--- src/rtl/uart_pkg.sv ---
// uart_pkg: receiver/transmitter shared definitions (frame geometry, FSM state encodings, sampling helper).
package uart_pkg;

    localparam int UART_DATA_BITS       = 8;
    localparam int UART_IDLE_FRAME_BITS = 11;

    typedef enum logic [2:0] {
        POST_RESET = 3'd0,
        IDLE       = 3'd1,
        START      = 3'd2,
        DATA       = 3'd3,
        STOP       = 3'd4,
        WAIT_IDLE  = 3'd5
    } uart_state_e;

    function automatic logic majority3(input logic a, input logic b, input logic c);
        return (a & b) | (a & c) | (b & c);
    endfunction

endpackage

--- src/rtl/uart_bit_timer.sv ---
// uart_bit_timer: down-counting bit-period timer; strobe_o marks the terminal count of a half or full period.
// The divider is captured on latch_i; a load in the same cycle already uses the freshly captured value.
module uart_bit_timer #(
    parameter int WIDTH = 16
) (
    input  logic             clock_i,
    input  logic             reset_i,
    input  logic [WIDTH-1:0] divider_i,
    input  logic             latch_i,
    input  logic             load_i,
    input  logic             half_i,
    input  logic             half_extra_i,
    output logic             strobe_o,
    output logic             running_o
);

    logic [WIDTH-1:0] div_q;
    logic [WIDTH-1:0] count_q;
    logic             run_q;
    logic [WIDTH-1:0] div_eff;
    logic [WIDTH-1:0] period;
    logic [WIDTH-1:0] half_wait;
    logic [WIDTH-1:0] load_value;

    always_comb begin
        div_eff   = (divider_i == '0) ? WIDTH'(1) : divider_i;
        period    = latch_i ? div_eff : div_q;
        half_wait = period >> 1;
        if (half_wait == '0) begin
            half_wait = WIDTH'(1);
        end
        // half_extra_i delays the half-period strobe by one clock so a sample window can straddle the midpoint
        half_wait  = half_wait + WIDTH'(half_extra_i);
        load_value = half_i ? (half_wait - WIDTH'(1)) : (period - WIDTH'(1));
    end

    always_ff @(posedge clock_i or posedge reset_i) begin
        if (reset_i) begin
            div_q   <= WIDTH'(1);
            count_q <= '0;
            run_q   <= 1'b0;
        end else begin
            if (latch_i) begin
                div_q <= div_eff;
            end
            if (load_i) begin
                count_q <= load_value;
                run_q   <= 1'b1;
            end else if (run_q) begin
                if (count_q == '0) begin
                    run_q <= 1'b0;
                end else begin
                    count_q <= count_q - WIDTH'(1);
                end
            end
        end
    end

    assign strobe_o  = run_q && (count_q == '0);
    assign running_o = run_q;

endmodule

--- src/rtl/uart_rx.sv ---
// uart_rx: 8N1 UART receiver with mid-bit sampling, stop-bit check and a one-entry holding register.
// Define UART_RX_MAJORITY_VOTE_EN for 2-of-3 majority sampling around each sample point (div >= 3).
//
// state      | meaning
// POST_RESET | count 11 idle bit periods before trusting the line
// IDLE       | line idle, waiting for a falling edge
// START      | wait half a bit, confirm start bit
// DATA       | sample 8 data bits, LSB first
// STOP       | sample stop bit, accept or flag framing error
// WAIT_IDLE  | after a bad stop bit, wait one full bit period of idle line
module uart_rx
    import uart_pkg::*;
#(
    parameter int CLOCK_DIVIDER_WIDTH = 16
) (
    input  logic                           clock_i,
    input  logic                           reset_i,
    input  logic [CLOCK_DIVIDER_WIDTH-1:0] clock_divider_i,
    input  logic                           serial_i,
    input  logic                           read_i,
    output logic [7:0]                     data_o,
    output logic                           valid_o,
    output logic                           framing_error_o,
    output logic                           overrun_o,
    output logic                           busy_o
);

    localparam int         CDW       = CLOCK_DIVIDER_WIDTH;
    localparam logic [3:0] IDLE_LAST = 4'(UART_IDLE_FRAME_BITS - 1);
    localparam logic [2:0] BIT_LAST  = 3'(UART_DATA_BITS - 1);

    uart_state_e state_q;
    uart_state_e state_d;

    logic [1:0] sync_q;
    logic       rx;
    logic       sample_bit;
    logic       div_le_one;
    logic       half_extra;
    logic       strobe;
    logic       running;

    logic timer_latch;
    logic timer_load;
    logic timer_half;
    logic idle_clr;
    logic idle_inc;
    logic idx_clr;
    logic shift_en;
    logic stop_ok;
    logic stop_fail;
    logic busy_state;

    logic [3:0] idle_cnt_q;
    logic [2:0] bit_idx_q;
    logic [7:0] shift_q;
    logic [7:0] data_q;
    logic       valid_q;
    logic       fe_q;
    logic       overrun_q;

    always_ff @(posedge clock_i or posedge reset_i) begin
        if (reset_i) begin
            sync_q <= 2'b11;
        end else begin
            sync_q <= {sync_q[0], serial_i};
        end
    end

    assign rx         = sync_q[1];
    // with a one-clock bit there is no half-bit to wait: the IDLE detection is the start sample
    assign div_le_one = (clock_divider_i <= CDW'(1));

`ifdef UART_RX_MAJORITY_VOTE_EN
    logic rx_d1_q;
    logic rx_d2_q;
    logic vote_ok_q;

    assign half_extra = (clock_divider_i >= CDW'(3));

    always_ff @(posedge clock_i or posedge reset_i) begin
        if (reset_i) begin
            rx_d1_q   <= 1'b1;
            rx_d2_q   <= 1'b1;
            vote_ok_q <= 1'b0;
        end else begin
            rx_d1_q <= rx;
            rx_d2_q <= rx_d1_q;
            if (timer_latch) begin
                vote_ok_q <= half_extra;
            end
        end
    end

    // strobe lands one clock after the nominal point, so rx_d1_q is the centre of the window
    assign sample_bit = vote_ok_q ? majority3(rx_d2_q, rx_d1_q, rx) : rx;
`else
    assign half_extra = 1'b0;
    assign sample_bit = rx;
`endif

    uart_bit_timer #(
        .WIDTH(CDW)
    ) u_bit_timer (
        .clock_i     (clock_i),
        .reset_i     (reset_i),
        .divider_i   (clock_divider_i),
        .latch_i     (timer_latch),
        .load_i      (timer_load),
        .half_i      (timer_half),
        .half_extra_i(half_extra),
        .strobe_o    (strobe),
        .running_o   (running)
    );

    always_ff @(posedge clock_i or posedge reset_i) begin
        if (reset_i) begin
            state_q <= POST_RESET;
        end else begin
            state_q <= state_d;
        end
    end

    always_comb begin
        state_d = state_q;
        case (state_q)
            POST_RESET: if (rx && strobe && idle_cnt_q == IDLE_LAST) state_d = IDLE;
            IDLE:       if (!rx) state_d = div_le_one ? DATA : START;
            START:      if (strobe) state_d = sample_bit ? IDLE : DATA;
            DATA:       if (strobe && bit_idx_q == BIT_LAST) state_d = STOP;
            STOP:       if (strobe) state_d = sample_bit ? IDLE : WAIT_IDLE;
            WAIT_IDLE:  if (rx && strobe) state_d = IDLE;
            default:    state_d = POST_RESET;
        endcase
    end

    always_comb begin
        timer_latch = 1'b0;
        timer_load  = 1'b0;
        timer_half  = 1'b0;
        idle_clr    = 1'b0;
        idle_inc    = 1'b0;
        idx_clr     = 1'b0;
        shift_en    = 1'b0;
        stop_ok     = 1'b0;
        stop_fail   = 1'b0;
        busy_state  = 1'b1;
        case (state_q)
            POST_RESET: begin
                timer_latch = 1'b1;
                if (!rx || !running) begin
                    timer_load = 1'b1;
                    idle_clr   = 1'b1;
                end else if (strobe && idle_cnt_q != IDLE_LAST) begin
                    idle_inc   = 1'b1;
                    timer_load = 1'b1;
                end
            end
            IDLE: begin
                busy_state  = 1'b0;
                timer_latch = 1'b1;
                if (!rx) begin
                    timer_load = 1'b1;
                    timer_half = !div_le_one;
                    idx_clr    = 1'b1;
                end
            end
            START: begin
                if (strobe && !sample_bit) timer_load = 1'b1;
            end
            DATA: begin
                if (strobe) begin
                    shift_en   = 1'b1;
                    timer_load = 1'b1;
                end
            end
            STOP: begin
                if (strobe) begin
                    if (sample_bit) begin
                        stop_ok = 1'b1;
                    end else begin
                        stop_fail  = 1'b1;
                        timer_load = 1'b1;
                    end
                end
            end
            WAIT_IDLE: begin
                if (!rx) timer_load = 1'b1;
            end
            default: ;
        endcase
    end

    always_ff @(posedge clock_i or posedge reset_i) begin
        if (reset_i) begin
            idle_cnt_q <= '0;
            bit_idx_q  <= '0;
            shift_q    <= '0;
        end else begin
            if (idle_clr) begin
                idle_cnt_q <= '0;
            end else if (idle_inc) begin
                idle_cnt_q <= idle_cnt_q + 4'd1;
            end
            if (idx_clr) begin
                bit_idx_q <= '0;
            end else if (shift_en) begin
                bit_idx_q <= bit_idx_q + 3'd1;
            end
            if (shift_en) begin
                shift_q <= {sample_bit, shift_q[7:1]};
            end
        end
    end

    always_ff @(posedge clock_i or posedge reset_i) begin
        if (reset_i) begin
            data_q    <= 8'h00;
            valid_q   <= 1'b0;
            fe_q      <= 1'b0;
            overrun_q <= 1'b0;
        end else begin
            fe_q <= stop_fail;
            if (stop_ok && (!valid_q || read_i)) begin
                data_q  <= shift_q;
                valid_q <= 1'b1;
                if (read_i && valid_q) overrun_q <= 1'b0;
            end else if (stop_ok) begin
                overrun_q <= 1'b1;
            end else if (read_i && valid_q) begin
                valid_q   <= 1'b0;
                overrun_q <= 1'b0;
            end
        end
    end

    assign data_o          = data_q;
    assign valid_o         = valid_q;
    assign framing_error_o = fe_q;
    assign overrun_o       = overrun_q;
    assign busy_o          = reset_i | busy_state;

endmodule
--- config.mk ---
export PLATFORM = sky130hd
export DESIGN_NAME = uart_rx
export DESIGN_NICKNAME = d
export VERILOG_FILES = /design/src/rtl/uart_pkg.sv /design/src/rtl/uart_bit_timer.sv /design/src/rtl/uart_rx.sv
export SDC_FILE = /design/constraint.sdc
export NUM_CORES = 1
export LEC_CHECK = 0
export ABC_CLOCK_PERIOD_IN_PS = 7500
export BUFFER_PORTS_ARGS = -buffer_cell sky130_fd_sc_hd__buf_2
export CAP_MARGIN = 20
export CORE_MARGIN = 10
export CORE_UTILIZATION = 40
export DETAILED_ROUTE_END_ITERATION = 10
export GPL_TIMING_DRIVEN = 0
export HOLD_SLACK_MARGIN = 0.15
export PLACE_DENSITY = 0.57
export SYNTH_ARGS = -nofsm -noshare
export SYNTH_HDL_FRONTEND = slang
export SYNTH_HIERARCHICAL = 1
export SYNTH_SLANG_ARGS = --single-unit
--- constraint.sdc ---
create_clock -name clock_i -period 7.5 [get_ports clock_i]
set_input_delay 0.75 -clock clock_i [delete_from_list [all_inputs] [get_ports clock_i]]
set_output_delay 0.75 -clock clock_i [all_outputs]
set_load 0.01 [all_outputs]
=== Word level (Yosys, flattened, before mapping) ===
Index checks and enable logic that the tools add are counted.

* Add/subtract/negate cells: 5
* Multipliers: 0
* Divide/modulo/power cells: 0
* Magnitude comparators: 1
* Eq/ne operators: 16
* Shifts and indexed selects: 0
* Muxes and demuxes: 51
* Bitwise gates (word level): 1
* Reductions and logical operators: 27

{| class="wikitable"
|+ Operators with widths
! cell !! count
|-
| two-way mux 16 bit || 6
|-
| logical NOT 16 bit || 3
|-
| subtractor 16 x 1 -> 16 bit (second input constant) || 3
|-
| two-way mux 1 bit || 30
|-
| two-way mux 3 bit || 9
|-
| case mux 3 bit (6 select lines) || 1
|-
| less-or-equal comparator 16 x 1 -> 1 bit (second input constant) || 1
|-
| two-way mux 15 bit || 1
|-
| != test 2 bit (second input constant) || 7
|-
| equality test 3 bit (second input constant) || 3
|-
| logical AND 1 bit || 8
|-
| two-way mux 4 bit || 2
|-
| nonzero test 2 bit || 4
|-
| equality test 3 x 2 -> 1 bit (second input constant) || 2
|-
| AND reduction 6 bit || 1
|-
| case mux 1 bit (5 select lines) || 1
|-
| adder 4 x 1 -> 4 bit (second input constant) || 1
|-
| equality test 4 bit (second input constant) || 1
|-
| logical NOT 1 bit || 4
|-
| != test 4 bit (second input constant) || 1
|-
| AND reduction 2 bit || 2
|-
| OR reduction 2 bit || 2
|-
| adder 3 x 1 -> 3 bit (second input constant) || 1
|-
| equality test 3 x 1 -> 1 bit (second input constant) || 1
|-
| 5 further kinds || 6
|}

* Flip-flop bits (word level): 64
* Latch bits: 0
* RAM bits: 0
* ROM bits: 0
* Input port bits: 20
* Output and inout port bits: 12
* Logic and storage cells: 113
* Memories kept: 0

=== Logic depth before layout (Yosys ltp) ===
* Depth after elaboration: 9
* Gate-level depth with buffers: 18
* Mapped depth without buffers: 13

=== Hierarchy ===
Netlist, hierarchy kept.

{| class="wikitable"
|+ By module, submodules not included
! module !! instances !! cells an instance !! area an instance (um^2) !! seq. area each (um^2)
|-
| uart_bit_timer || 1 || 297 || 2658.8 || 827.0
|-
| uart_rx || 1 || 120 || 1445.1 || 778.2
|}

=== Least setup slack after synthesis ===
Ideal clock, no wire load.

* Path kind: register to register
* Start: register state_q[1]
* End: register u_bit_timer.count_q[10]
* Setup time: 137 ps
* Data arrival time: 3249 ps
* Required time: 7363 ps
* Path slack: 4114 ps
* Stages on the path, launching flop included: 18
* Buffers on the path: 4
* Period minus slack after synthesis: 3386 ps
* Path through: dfrtp_1 clkbuf_1 nor2_1 buf_6 buf_8 buf_6 or3_1 o2bb2ai_2 or2_1 nor3_1 nor2_1 ha_1 ha_1 o21ai_0 nor3_1 xnor2_1 mux2i_1 a21oi_1

* Word-level cells in the longest chain between the ends: 9
* Elaborated cells between the ends (all ways): 21
* Those cells by class: 2 x add/sub; 6 x eq/ne; 7 x mux; 6 x reduce/logical

{| class="wikitable"
|+ Ends and longest elaborated chain
! what !! line !! RTL
|-
| start: declaration || uart_rx.sv:32 || <nowiki>uart_state_e state_q;</nowiki>
|-
| start signal: assignment || uart_rx.sv:120 || <nowiki>state_q <= state_d;</nowiki>
|-
| equality test 3 x 1 -> 1 bit or logical NOT 3 bit (tied branches) || uart_rx.sv:148 || <nowiki>case (state_q)</nowiki>
|-
| OR reduction 2 bit (no source line) * || - ||
|-
| two-way mux 1 bit * || uart_rx.sv:148 ||
|-
| via timer_latch || uart_rx.sv:43 || <nowiki>logic timer_latch;</nowiki>
|-
| two-way mux 16 bit * || uart_bit_timer.sv:27 || <nowiki>period = latch_i ? div_eff : div_q;</nowiki>
|-
| logical NOT 16 bit || uart_bit_timer.sv:29 || <nowiki>if (half_wait == '0) begin</nowiki>
|-
| two-way mux 15 bit || uart_bit_timer.sv:29 ||
|-
| subtractor 16 x 1 -> 16 bit || uart_bit_timer.sv:34 || <nowiki>load_value = half_i ? (half_wait - WIDTH'(1)) : (period - WIDTH'(1));</nowiki>
|-
| two-way mux 16 bit * || uart_bit_timer.sv:34 ||
|-
| two-way mux 16 bit * || uart_bit_timer.sv:46 || <nowiki>if (load_i) begin</nowiki>
|-
| end signal: assignment || uart_bit_timer.sv:47 || <nowiki>count_q <= load_value;</nowiki>
|-
| end signal: assignment || uart_bit_timer.sv:53 || <nowiki>count_q <= count_q - WIDTH'(1);</nowiki>
|-
| end: declaration || uart_bit_timer.sv:18 || <nowiki>logic [WIDTH-1:0] count_q;</nowiki>
|}

Mark *: on every way through the listed nets, which the timed path passes. The rest lies on a longest branch.
A chain may end at the register's enable or synchronous reset.

=== Final worst setup path ===
* Start: register state_q[1]
* End: register u_bit_timer.count_q[10]

* Word-level cells in the longest chain between the ends: 9
* Elaborated cells between the ends (all ways): 21
* Those cells by class: 2 x add/sub; 6 x eq/ne; 7 x mux; 6 x reduce/logical

{| class="wikitable"
|+ Ends and longest elaborated chain
! what !! line !! RTL
|-
| equality test 3 x 1 -> 1 bit or logical NOT 3 bit (tied branches) || uart_rx.sv:148 ||
|-
| OR reduction 2 bit (no source line) * || - ||
|-
| two-way mux 1 bit * || uart_rx.sv:148 ||
|-
| via timer_latch || uart_rx.sv:43 ||
|-
| two-way mux 16 bit * || uart_bit_timer.sv:27 ||
|-
| via u_bit_timer.period[15] || uart_bit_timer.sv:21 || <nowiki>logic [WIDTH-1:0] period;</nowiki>
|-
| logical NOT 16 bit * || uart_bit_timer.sv:29 ||
|-
| two-way mux 15 bit * || uart_bit_timer.sv:29 ||
|-
| subtractor 16 x 1 -> 16 bit * || uart_bit_timer.sv:34 ||
|-
| two-way mux 16 bit * || uart_bit_timer.sv:34 ||
|-
| two-way mux 16 bit * || uart_bit_timer.sv:46 ||
|}

Marks and branches as above.

==> out/qor.csv <==
stage,metric,value,unit
cts,cts-root-buf,clkbuf_8,
routing,num_vias,3245,
die,initial_utilization,41.6,%
placed_design,portBuffers,31,
timing,fmax,234,MHz
synthesis,synth_nets,445,
placed_design,placed_cell_area,0.00448,mm2
placed_design,hpwlAfterDp,7650,um
cts,cts-resized-gates,0,
critical_path,cp.required,7720,ps
critical_path,endpoint_kind,register,
synthesis,synth_mux_area_share,11.0,%
cts,ctsHoldBuffers,0,
synthesis,synthArstFlopShare,100,%
critical_path,path_cells,clkbuf_1 -> nor2_1 -> buf_6 -> buf_8 -> buf_6 -> buf_6 -> buf_2 -> mux2i_1 -> inv_1 -> nor3_1 -> nor2_1 -> ha_1 -> ha_1 -> o21ai_0 -> nor3_1 -> xnor2_1 -> mux2i_1 -> a21oi_1,
synthesis,synth_area_leaders,"dfrtp_1 (37%), mux2i_1 (6.3%), xnor2_1 (6.2%), mux2_2 (4.7%), nor2_1 (3.1%)",
synthesis,yosys.cell_count.top_type,dfrtp_1,
global_routing,use_met3,2.70,%
synthesis,synth_top_area_share,37.2,%
critical_path,path_depth,18,
cts,clock_path_buffers,2,
timing,worst_slew_pin_slew,855,ps
cts,clk_latency,360,ps
routing,ant_nets,0,
timing,hold_violations,0,
cells_and_area,diodes,0,
cts,cts_setup_buffers,0,
pwr,power_leakage,1.95,nW
critical_path,cp_slowest_stage_delay,450,ps
routing,vias_per_cell,5.42,
die,io_pins,32,
cts,clkTransAtPathRegs,80,ps
cells_and_area,fin_cells,599,
synthesis,synth.avg_cell_area,9.84,um2
synthesis,synth_cell_types,67,
routing,drtPass1Iterations,4,
hold_path,min_path_type,register to register,
global_routing,grt_util_met2,21.1,%
critical_path,cp-start-kind,register,
critical_path,cpMaxStageDelayCell,dfrtp_1,
critical_path,cp_common_cell,buf_6,
pwr,p_per_area,200,mW/mm2
synthesis,synth_common_cells,"dfrtp_1 (61), nor2_1 (34), xnor2_1 (29)",
pwr,ir_drop,0.102,mV
synthesis,synthAdderAreaFrac,2.44,%
cts,cts_tree,done,
cts,cts_made_buffers,9,
global_routing,grt_antenna_before_repair,0,
timing,slew_headroom,42.9,%
routing,post_drt_wl_per_cell,16.4,um
global_routing,grt_max_degree,22,
cells_and_area,final_util,48.0,%
die,dieArea,0.0147,mm2
die,core,0.00986,mm2
cells_and_area,drive_gt1_share,22.5,%
global_routing,gr-total-overflow,0,
timing,tns,0,ps
critical_path,crit_fanout,10,
placed_design,gp_congestion,0.895,
global_routing,grt_pass1_wl,16800,um
global_routing,use_met1,19.1,%
timing,fin_crit_sh,56.9,%
cells_and_area,areaGrowthSynthToFinish,15.3,%
timing,finalCriticalPeriod,4270,ps
routing,routed_wl,9830,um
critical_path,worstPathArrival,4490,ps
synthesis,syn_inst,417,
timing,whs,357,ps
die,die_w,121,um
synthesis,synth_top_family_by_area,simple AND/OR/NAND/NOR gates,
routing,drcViolationCount,0,
critical_path,path_class,register to register,
synthesis,yosysWarnings,6,
timing,skew,12.4,ps
synthesis,ys_seq_elements,64,
global_routing,grt_usage,14.1,%
pwr,power,0.944,mW
placed_design,placedCellCount,583,
hold_path,hold_depth,0,
synthesis,yosys.area_share.simple,22.2,%
cts,htreeDepth,3,
critical_path,reg2reg_depth,18,
cells_and_area,final_cell_area,0.00473,mm2
synthesis,synth_compound_area_share,12.3,%
synthesis,synth_top_area_cell,dfrtp_1,
timing,worst_slack,3230,ps
cts,numClockSinks,64,
critical_path,critPathBufInv,7,
routing,drt-initial-drc-count,141,
cells_and_area,nets,489,
critical_path,critPathTopFamily,buffers and inverters,
synthesis,synthFlopType,dfrtp_1,
placed_design,dp_worst_setup_slack,3290,ps
global_routing,grt_pass1_vias,3315,
global_routing,grt.busiest_layer,met2,
synthesis,yosysSeqAreaShare,39.1,%
synthesis,synthesis.area,0.00410,mm2
die,die_h,121,um
die,rows,36,
job,cap_viol_max_count,0,
timing,finalSetupViolations,0,
timing,slew_viol_final,0,
timing,rsz0062_at_grt,no,
synthesis,synth_edf_count,0,
synthesis,synthXorXnorAreaFrac,7.68,%
status,outcome,completed,
where the power goes:
part           total, mW  switching, mW  internal [mW]
sequential         0.423         0.0409          0.382
clock              0.374          0.149          0.225
combinational      0.147         0.0805         0.0665
total              0.944          0.270          0.674
flip-flops by register name, summed over array words and instances (netlist names):
name	count
u_bit_timer/count_q	16
data_o	8
overrun_o	1
idle_cnt_q	4
valid_o	1
bit_idx_q	3
shift_q	8
framing_error_o	1
u_bit_timer/div_q	16
u_bit_timer/running_o	1
sync_q	2
state_q	3
cells in the final DEF (no fill, tap or decap), types with 4 or more instances in the layout:
master / n
nor4_1: 11
inv_1: 27
nand2_1: 13
o211ai_1: 5
o21ai_0: 12
dfrtp_1: 61
mux2_2: 17
nor3_2: 5
nor3b_1: 7
nor3_1: 22
clkbuf_1: 7
xor2_1: 7
mux2i_1: 26
a21oi_1: 14
ha_1: 8
a211oi_1: 6
xnor2_1: 29
or3_1: 8
nand3_1: 11
nor3b_2: 4
clkbuf_8: 9
nor2_1: 34
nand4_1: 5
o22ai_1: 5
buf_2: 36
path summary, 6_finish.rpt:
| check | slack [ps] | endpoint | startpoint |
|---|---|---|---|
| min in group asynchronous | 450 | idle_cnt_q[3] | reset_i |
| min reg2reg | 360 | sync_q[1] | sync_q[0] |
| min | 360 | sync_q[1] | sync_q[0] |
| max reg2reg | 3230 | u_bit_timer/count_q[10] | state_q[1] |
| max | 3230 | u_bit_timer/count_q[10] | state_q[1] |
| max in group asynchronous | 6360 | u_bit_timer/div_q[6] | reset_i |
area by class of cell:
type | instances | area [um2]
Fill cell | 954 | 5130
Sequential cell | 64 | 1610
Timing Repair Buffer | 33 | 210
Multi-Input combinational cell | 308 | 2290
Inverter | 28 | 105
Clock inverter | 7 | 128
Buffer | 17 | 108
Tap cell | 133 | 166
Clock buffer | 9 | 124
per-layer routing:
layer,up-vias,wire [um]
met5,-,0
met4,0,164
met3,14,360
met2,57,4380
met1,1562,4930
li1,1612,-
logic make-up after synthesis:
| logic type | Yosys count |
|---|---|
| other cells | 1 |
| simple gates | 149 |
| fa+ha+maj | 8 |
| xor+xnor | 36 |
| buf+inv | 45 |
| compound gates | 71 |
| flops | 64 |
| mux | 43 |
No activity file was read; power rests on OpenSTA's default activity.
